--- src/rtl/str_line_fifo.sv ---
// Line-oriented store-and-forward character FIFO: a line becomes readable only once its delimiter is stored.
// Optional feature: define STR_LINE_FIFO_LINE_LEN_EN to add the last_len output.
module str_line_fifo #(
  parameter int                DATA_W = 8,
  parameter int                DEPTH  = 32,
  parameter logic [DATA_W-1:0] DELIM  = DATA_W'(8'h0A)
) (
  input  logic                     clk,
  input  logic                     rst_n,
  input  logic                     in_valid,
  output logic                     in_ready,
  input  logic [DATA_W-1:0]        in_data,
  output logic                     out_valid,
  input  logic                     out_ready,
  output logic [DATA_W-1:0]        out_data,
  output logic                     out_last,
  output logic [$clog2(DEPTH):0]   lines_pending,
  output logic                     ovf,
  input  logic                     ovf_clr
`ifdef STR_LINE_FIFO_LINE_LEN_EN
  ,
  output logic [$clog2(DEPTH):0]   last_len
`endif
);

  localparam int AW = $clog2(DEPTH);

  typedef enum logic {FILL, DROP} state_t;

  state_t            r_state;
  state_t            w_state_next;
  logic [AW:0]       r_wptr;
  logic [AW:0]       r_rptr;
  logic [AW:0]       r_line_start;
  logic [AW:0]       r_lines;
  logic              r_ovf;
  logic [DATA_W-1:0] r_mem [DEPTH];

  logic [AW:0]       w_count;
  logic              w_full;
  logic [DATA_W-1:0] w_head;
  logic              w_pop;
  logic              w_in_delim;
  logic              w_in_ready;
  logic              w_push;
  logic              w_line_done;
  logic              w_overflow;

  // The extra pointer bit makes the MSB of the difference a direct full flag.
  assign w_count    = r_wptr - r_rptr;
  assign w_full     = w_count[AW];
  assign w_head     = r_mem[r_rptr[AW-1:0]];
  assign w_in_delim = (in_data == DELIM);

  assign out_valid     = (r_lines != '0);
  assign out_data      = out_valid ? w_head : '0;
  assign out_last      = out_valid && (w_head == DELIM);
  assign w_pop         = out_valid && out_ready;
  assign in_ready      = w_in_ready;
  assign lines_pending = r_lines;
  assign ovf           = r_ovf;

  always_ff @(posedge clk or negedge rst_n) begin
    if (!rst_n) r_state <= FILL;
    else        r_state <= w_state_next;
  end

  always_comb begin
    w_state_next = r_state;
    w_in_ready   = 1'b1;
    w_push       = 1'b0;
    w_line_done  = 1'b0;
    w_overflow   = 1'b0;
    case (r_state)
      FILL: begin
        // A full buffer holding no complete line can never drain: abandon the partial line.
        if (w_full && (r_lines == '0)) begin
          if (in_valid) begin
            w_overflow   = 1'b1;
            w_state_next = DROP;
          end
        end else begin
          w_in_ready  = !w_full || out_ready;
          w_push      = in_valid && w_in_ready;
          w_line_done = w_push && w_in_delim;
        end
      end
      DROP: begin
        if (in_valid && w_in_delim) w_state_next = FILL;
      end
      default: w_state_next = FILL;
    endcase
  end

  always_ff @(posedge clk) begin
    if (w_push) r_mem[r_wptr[AW-1:0]] <= in_data;
  end

  always_ff @(posedge clk or negedge rst_n) begin
    if (!rst_n) begin
      r_wptr       <= '0;
      r_rptr       <= '0;
      r_line_start <= '0;
      r_lines      <= '0;
      r_ovf        <= 1'b0;
    end else begin
      if (w_overflow)  r_wptr <= r_line_start;
      else if (w_push) r_wptr <= r_wptr + 1'b1;
      if (w_line_done) r_line_start <= r_wptr + 1'b1;
      if (w_pop)       r_rptr <= r_rptr + 1'b1;
      case ({w_line_done, w_pop && out_last})
        2'b10:   r_lines <= r_lines + 1'b1;
        2'b01:   r_lines <= r_lines - 1'b1;
        default: r_lines <= r_lines;
      endcase
      if (w_overflow)   r_ovf <= 1'b1;
      else if (ovf_clr) r_ovf <= 1'b0;
    end
  end

`ifdef STR_LINE_FIFO_LINE_LEN_EN
  logic [AW:0] r_last_len;

  // Length includes the delimiter being written this cycle.
  always_ff @(posedge clk or negedge rst_n) begin
    if (!rst_n)           r_last_len <= '0;
    else if (w_line_done) r_last_len <= r_wptr - r_line_start + 1'b1;
  end

  assign last_len = r_last_len;
`endif

endmodule

--- config.mk ---
export PLATFORM = sky130hd
export DESIGN_NAME = str_line_fifo
export DESIGN_NICKNAME = d
export VERILOG_FILES = /design/src/rtl/str_line_fifo.sv
export SDC_FILE = /design/constraint.sdc
export NUM_CORES = 1
export LEC_CHECK = 0
export BUFFER_PORTS_ARGS = -buffer_cell sky130_fd_sc_hd__buf_2
export CORE_UTILIZATION = 40
export DETAILED_ROUTE_END_ITERATION = 12
export GPL_TIMING_DRIVEN = 0
export HOLD_SLACK_MARGIN = 0.02
export PLACE_DENSITY = 0.64
export SLEW_MARGIN = 10
export SYNTH_ARGS = -nofsm -noshare
export SYNTH_HDL_FRONTEND = slang
export SYNTH_SLANG_ARGS = --single-unit
export TNS_END_PERCENT = 50
--- constraint.sdc ---
create_clock -name clk -period 7.1 [get_ports clk]
set_clock_uncertainty 0.2 [all_clocks]
set_input_delay 1.42 -clock clk [delete_from_list [all_inputs] [get_ports clk]]
set_output_delay 1.42 -clock clk [all_outputs]
set_load 0.01 [all_outputs]
Word level (Yosys, flattened, before mapping)

Memory sizes are Yosys's and may differ from the RTL's.
Cells that the tools add are included.

Add/sub/neg operators: 5
Equality and inequality tests: 4
Muxes and demuxes: 19
Bitwise operators: 1
Reductions and logical operators: 14

Operators with widths:

| kind                                                               | count |
|---|---|
| 6-bit by 1-bit adder with 6-bit output, second input constant      | 3 |
| 8-bit by 4-bit == test with 1-bit output, second input constant    | 2 |
| 1-bit two-way mux                                                  | 14 |
| 6-bit two-way mux                                                  | 2 |
| 6-bit case mux with 2 select lines                                 | 1 |
| 8-bit two-way mux                                                  | 1 |
| 1-bit logical AND                                                  | 7 |
| 6-bit zero test                                                    | 1 |
| 2-bit nonzero test                                                 | 3 |
| 6-bit nonzero test                                                 | 1 |
| 6-bit by 1-bit subtractor with 6-bit output, second input constant | 1 |
| 6-bit subtractor                                                   | 1 |
| 2-bit by 1-bit == test with 1-bit output, second input constant    | 1 |
| 2-bit == test, second input constant                               | 1 |
| 1-bit case mux with 2 select lines                                 | 1 |
| 1-bit zero test                                                    | 1 |
| 1-bit logical OR                                                   | 1 |
| 1-bit inverter                                                     | 1 |

Register bits after elaboration: 26
RAM bits: 256
Bits of input ports: 13
Output and inout port bits: 18
Logic and storage cells: 50
Memories kept: 1

Memories:

| memory | depth | bits a word | read ports | clocked after memory_dff | write ports | RTL line | text |
|---|---|---|---|---|---|---|---|
| r_mem  | 32    | 8           | 1          | 0                        | 1           | 37       | `logic [DATA_W-1:0] r_mem [DEPTH];` |

Depth between registers and ports, before layout

Depth in word-level cells: 9
Gate-level depth with buffers: 20

Worst setup path before layout

Ideal clock, no wire load.

Path kind: register to register
Start point: register r_rptr[2]
End point: register r_lines[5], in the netlist lines_pending[5]
Library setup time: 0.080 ns
Arrival: 4.178 ns
Slack: 2.642 ns
Cell stages (with the launch flop): 21
Path buffers: 5
Clock period less this slack: 4.458 ns
Cells stage by stage: dfrtp_1 -> buf_2 -> buf_4 -> buf_2 -> buf_4 -> buf_4 -> inv_1 -> ha_1 -> and4_1 -> a21oi_1 -> o21ai_1 -> a211oi_2 -> nand3_2 -> ha_1 -> ha_1 -> a21o_1 -> a21oi_1 -> o21bai_1 -> a21oi_1 -> mux2i_1 -> xnor2_1

Longest elaborated chain between the ends: 9

RTL lines:

| item                                                                             | RTL line | text |
|---|---|---|
| start, declared                                                                  | 33       | `logic [AW:0] r_rptr;` |
| start signal, assigned                                                           | 110      | `if (w_pop) r_rptr <= r_rptr + 1'b1;` |
| 6-bit subtractor                                                                 | 50       | `assign w_count = r_wptr - r_rptr;` |
| 1-bit zero test                                                                  | 83       | `w_in_ready = !w_full \|\| out_ready;` |
| 1-bit logical OR                                                                 | 83       |  |
| 1-bit logical AND                                                                | 84       | `w_push = in_valid && w_in_ready;` |
| 1-bit logical AND                                                                | 85       | `w_line_done = w_push && w_in_delim;` |
| 1-bit two-way mux                                                                | 77       | `if (w_full && (r_lines == '0)) begin` |
| 1-bit two-way mux                                                                | 74       | `case (r_state)` |
| 2-bit by 1-bit == test with 1-bit output / 2-bit == test (equally long branches) | 111      | `case ({w_line_done, w_pop && out_last})` |
| 6-bit case mux with 2 select lines / 2-bit nonzero test (equally long branches)  | n/a      |  |
| end signal, assigned                                                             | 112      | `2'b10: r_lines <= r_lines + 1'b1;` |
| end signal, assigned                                                             | 113      | `2'b01: r_lines <= r_lines - 1'b1;` |
| end signal, assigned                                                             | 114      | `default: r_lines <= r_lines;` |
| end, declared                                                                    | 35       | `logic [AW:0] r_lines;` |

Parallel ways exist; a longest one is shown, timed or not.
A chain may end at the register's enable or synchronous reset.

Final worst setup path

Same ends and word-level chain as after synthesis.

==> reports/summary.md <==
Before antenna repair, the detailed router went through 5 iterations. Average via count per standard cell: 5.70. The count of nets left with antenna violations once routing finished came out at 0.

In this run the static leakage power is 4.51 nW. Across all register-to-register paths, the minimum setup slack is 1.37 ns. The floorplan step defined a core boundary enclosing 28900 µm².

Ranked by instance count, the synthesized netlist is headed by sky130_fd_sc_hd__edfxtp_1, sky130_fd_sc_hd__nor2_1, sky130_fd_sc_hd__mux4_2. The tools report the later-pin clock latency in the skew report as 0.55 ns. In this run the most critical hold path is launched from r_rptr[5]. The most common cell in the synthesized netlist is sky130_fd_sc_hd__edfxtp_1. The tools report the count of clock tree sinks as 282. The routability congestion estimate from global placement was 0.861; the internal power contribution was 2.99 mW. TritonCTS built the clock tree. After the flow finishes, the layout carries non-filler instances totaling 1133. The slowest stage of the critical path is the sky130_fd_sc_hd__a211oi_2 cell.

After the last flow step, the layout net total stands at 756. The worst hold path belongs to the class register to register. The startpoint-to-endpoint class of the critical path is register to register. The sequential fraction of design power was 45.1%.

The initial antenna violation count was 2. The synthesized design spends more area on one cell type than any other, namely sky130_fd_sc_hd__edfxtp_1. For the hold violation total from the final report, the log shows 0. Per report_power, the clock group accounts for 34.3% of the total. The worst slew slack as a fraction of its limit is 29.5%. Port buffering added 30 buffers. At the pin with the least slew margin, the transition time is 1.05 ns. The tools report the total number of placement rows as 62. Worst hold path cell count: 1. The startpoint of the worst register-to-register path is r_rptr[2]. The tightest hold margin came out at 0.296 ns.

After synthesis, the netlist uses 61 different library cells. The first global-routing pass estimated 42300 µm of wire. The number of synthesized flops with an enable pin is 256. The signal on the critical path passes through buf_2, buf_4, buf_2, buf_4, buf_4, inv_1, ha_1, and4_1, a21oi_1, o21ai_1, a211oi_2, nand3_2, ha_1, ha_1, a21o_1, a21oi_1, o21bai_1, a21oi_1, mux2i_1, xnor2_1. In this run the count of I/O pins placed on the die edge is 31. The average detailed-routed wire length per instance came out at 25.4 µm.

The minimum clock period works out to 5.73 ns. The setup TNS is 0 ns, and the maximum number of pins on one net before global-route repair is 34. The ratio of final minimum period to clock period works out to 80.7%.

For the post-place setup slack, the log shows 1.44 ns. At the worst endpoint, the arrival time is 6.00 ns. After synthesis the netlist holds a flip-flop and latch count of 282. Measured along the y axis, the die boundary spans 174 µm. The tools report the count of final max-slew check failures as 0. Sequential elements use 70.6% of the synthesized area.

The worst setup path is launched from a register. The area of the mapped netlist is 11800 µm², and the maximum root-to-sink buffer count is 3. Total via count in the routed design: 6459. After clock tree synthesis, the clock-pin slew on the worst setup and hold paths is 0.07 ns.

In this run the critical register-to-register path is captured at lines_pending[5]. The initial utilization of the core area, before any placement, comes to 40.9%. After global routing the overflow that remains totals 0. Async set-or-reset flop fraction in the synthesized netlist: 9.22%. By area the synthesized netlist is led by sky130_fd_sc_hd__edfxtp_1, sky130_fd_sc_hd__mux4_2, sky130_fd_sc_hd__dfrtp_1. The finished cells cover 13400 µm². The per-instance average area after synthesis is 17.8 µm², and the total power per unit cell area is 308 nW/µm². Setup repair after global routing left no endpoint under its margin.

For this block, the initial DRC count from the detailed router was 603. Number of instances in the placed design: 1082. CTS placed an instance of sky130_fd_sc_hd__clkbuf_16 at the clock tree root. For this run, the total global-route usage over all layers was measured as 19.3%. Power spent charging and discharging nets: 1.13 mW.

After synthesis, the largest area contributor takes up 65.1% of total cell area. Synthesis produced a netlist whose cell count is 664. The path with the worst hold slack has its endpoint at r_rptr[5]. Fill cells in the final layout number 2456. The total die area is 30200 µm², and the number of buffer and inverter instances along the worst setup path is 6.

The area growth from synthesis to layout was 13.2%. STA classifies the critical path endpoint as a register. Once detailed placement completed, the half-perimeter wirelength came to 18700 µm.

The number of nets handed over by synthesis was 692. The run gives 4.12 mW as the total power after layout. The deepest level of the CTS H-tree is 1, and the worst path setup slack after routing is 1.37 ns. Cell area reported after detailed placement: 12500 µm². The share of total power in combinational logic is 20.5%. The number of cell instances on the worst register-to-register path is 20.

Based on the critical path, the design can be clocked at up to 175 MHz. In this run the worst path has a maximum fanout of 10. The data required time of the critical path is 7.37 ns. The logs give 0 for the number of failing setup endpoints in the final timing report and 0 for the post-cts sizing count.

The tool flagged a number of max-cap violations equal to 0. From left edge to right edge, the die measures 174 µm. The post-route netlist has 21.7% of its cells at a drive strength greater than 1. The worst-case IR drop observed on VDD is 0.203 mV. Measured on the finished design, the core utilization comes to 46.3%. The total setup buffers inserted after CTS came out at 0. For this design, the CTS-stage hold fixing added 0 buffers. For this run, design rule violations remaining after detail routing come to 0. The delay contributed by the slowest stage of the critical path works out to 0.43 ns.

The run finished with clean final reports. Via count of the first global-routing pass: 6432. After detailed routing, the total wire length is 28800 µm.

The warning count from the yosys run was 0; the fraction of power spent switching nets was 27.4%. The dominant register cell in the synthesized netlist was sky130_fd_sc_hd__edfxtp_1. The kind of cell with the highest combined delay along the critical path is buffers and inverters. Counting the buffers created by CTS gives 28.
## how the worst max path moves through the flow
stage,depth (start not counted),end,from,slack (ns)
after global routing,20,lines_pending[5],r_rptr[2],0.95
after CTS,20,lines_pending[5],r_rptr[2],1.40
final,20,lines_pending[5],r_rptr[2],1.37
after detailed placement,20,lines_pending[5],r_rptr[2],1.44
after floorplan,20,lines_pending[5],r_rptr[2],2.64
after global placement,13,r_mem[2][3],r_rptr[2],1.08
## metal layers
layer | wire, µm | GRT usage [%] | part of all wire, % | vias to the layer above
li1 | - | - | - | 2827
met3 | 2300 | 4.36 | 8.0 | 63
met2 | 13700 | 30.5 | 48 | 269
met1 | 11900 | 26.4 | 41 | 3298
met5 | 8 | 0 | 0.028 | -
met4 | 815 | 6.47 | 2.8 | 2
## cell families (layout without fill, tap and decap cells)
| group | count (synthesis) | in the layout | synth area share [%] |
|---|---|---|---|
| other | 0 | 1 | 0 |
| and+or+nand+nor | 142 | 142 | 6.45 |
| AOI/OAI and AO/OA | 77 | 77 | 4.59 |
| DFF | 282 | 282 | 70.6 |
| buffers and inverters | 41 | 125 | 1.92 |
| xor gates and xnor gates | 16 | 16 | 1.19 |
| muxes | 91 | 91 | 13.6 |
| adders and majority gates | 15 | 15 | 1.65 |
## cells in the final DEF, fill, tap and decap left out, types with 11 or more instances in the layout
cell                        instances
sky130_fd_sc_hd__mux4_2            40
sky130_fd_sc_hd__o21ai_0           12
sky130_fd_sc_hd__dfrtp_1           26
sky130_fd_sc_hd__nor2_1            43
sky130_fd_sc_hd__mux4_1            11
sky130_fd_sc_hd__nand3_1           12
sky130_fd_sc_hd__buf_2             40
sky130_fd_sc_hd__ha_1              14
sky130_fd_sc_hd__nand2_1           27
sky130_fd_sc_hd__a21oi_1           12
sky130_fd_sc_hd__mux2i_1           27
sky130_fd_sc_hd__xnor2_1           13
sky130_fd_sc_hd__buf_4             11
sky130_fd_sc_hd__and3_1            12
sky130_fd_sc_hd__clkbuf_16         28
sky130_fd_sc_hd__edfxtp_1         256
sky130_fd_sc_hd__mux2_2            13
## state kept, by name, indices dropped and copies added (netlist names)
signal	cells
ovf	1
r_state	1
r_rptr	6
r_mem	256
r_wptr	6
r_line_start	6
lines_pending	6
## power groups by stage
stage,registers (mW),logic [mW],clock network [mW]
after floorplan,1.89,0.587,0
after global placement,1.89,0.835,0
after detailed placement,1.89,0.846,0
after CTS,1.86,0.848,1.43
after global routing,1.86,0.899,1.49
final,1.86,0.845,1.41
## final cells by class
class	instances	area [µm²]	share of cell area, %
clock inverter	19	161	1.21
inverter	13	48.8	0.365
sequential	282	8340	62.4
antenna	1	2.50	0.0187
buffer	28	178	1.33
multi-input combinational	341	3270	24.5
tap	384	480	3.59
timing repair buffer	34	180	1.35
clock buffer	31	712	5.32
(Power assumes the default switching activity.)
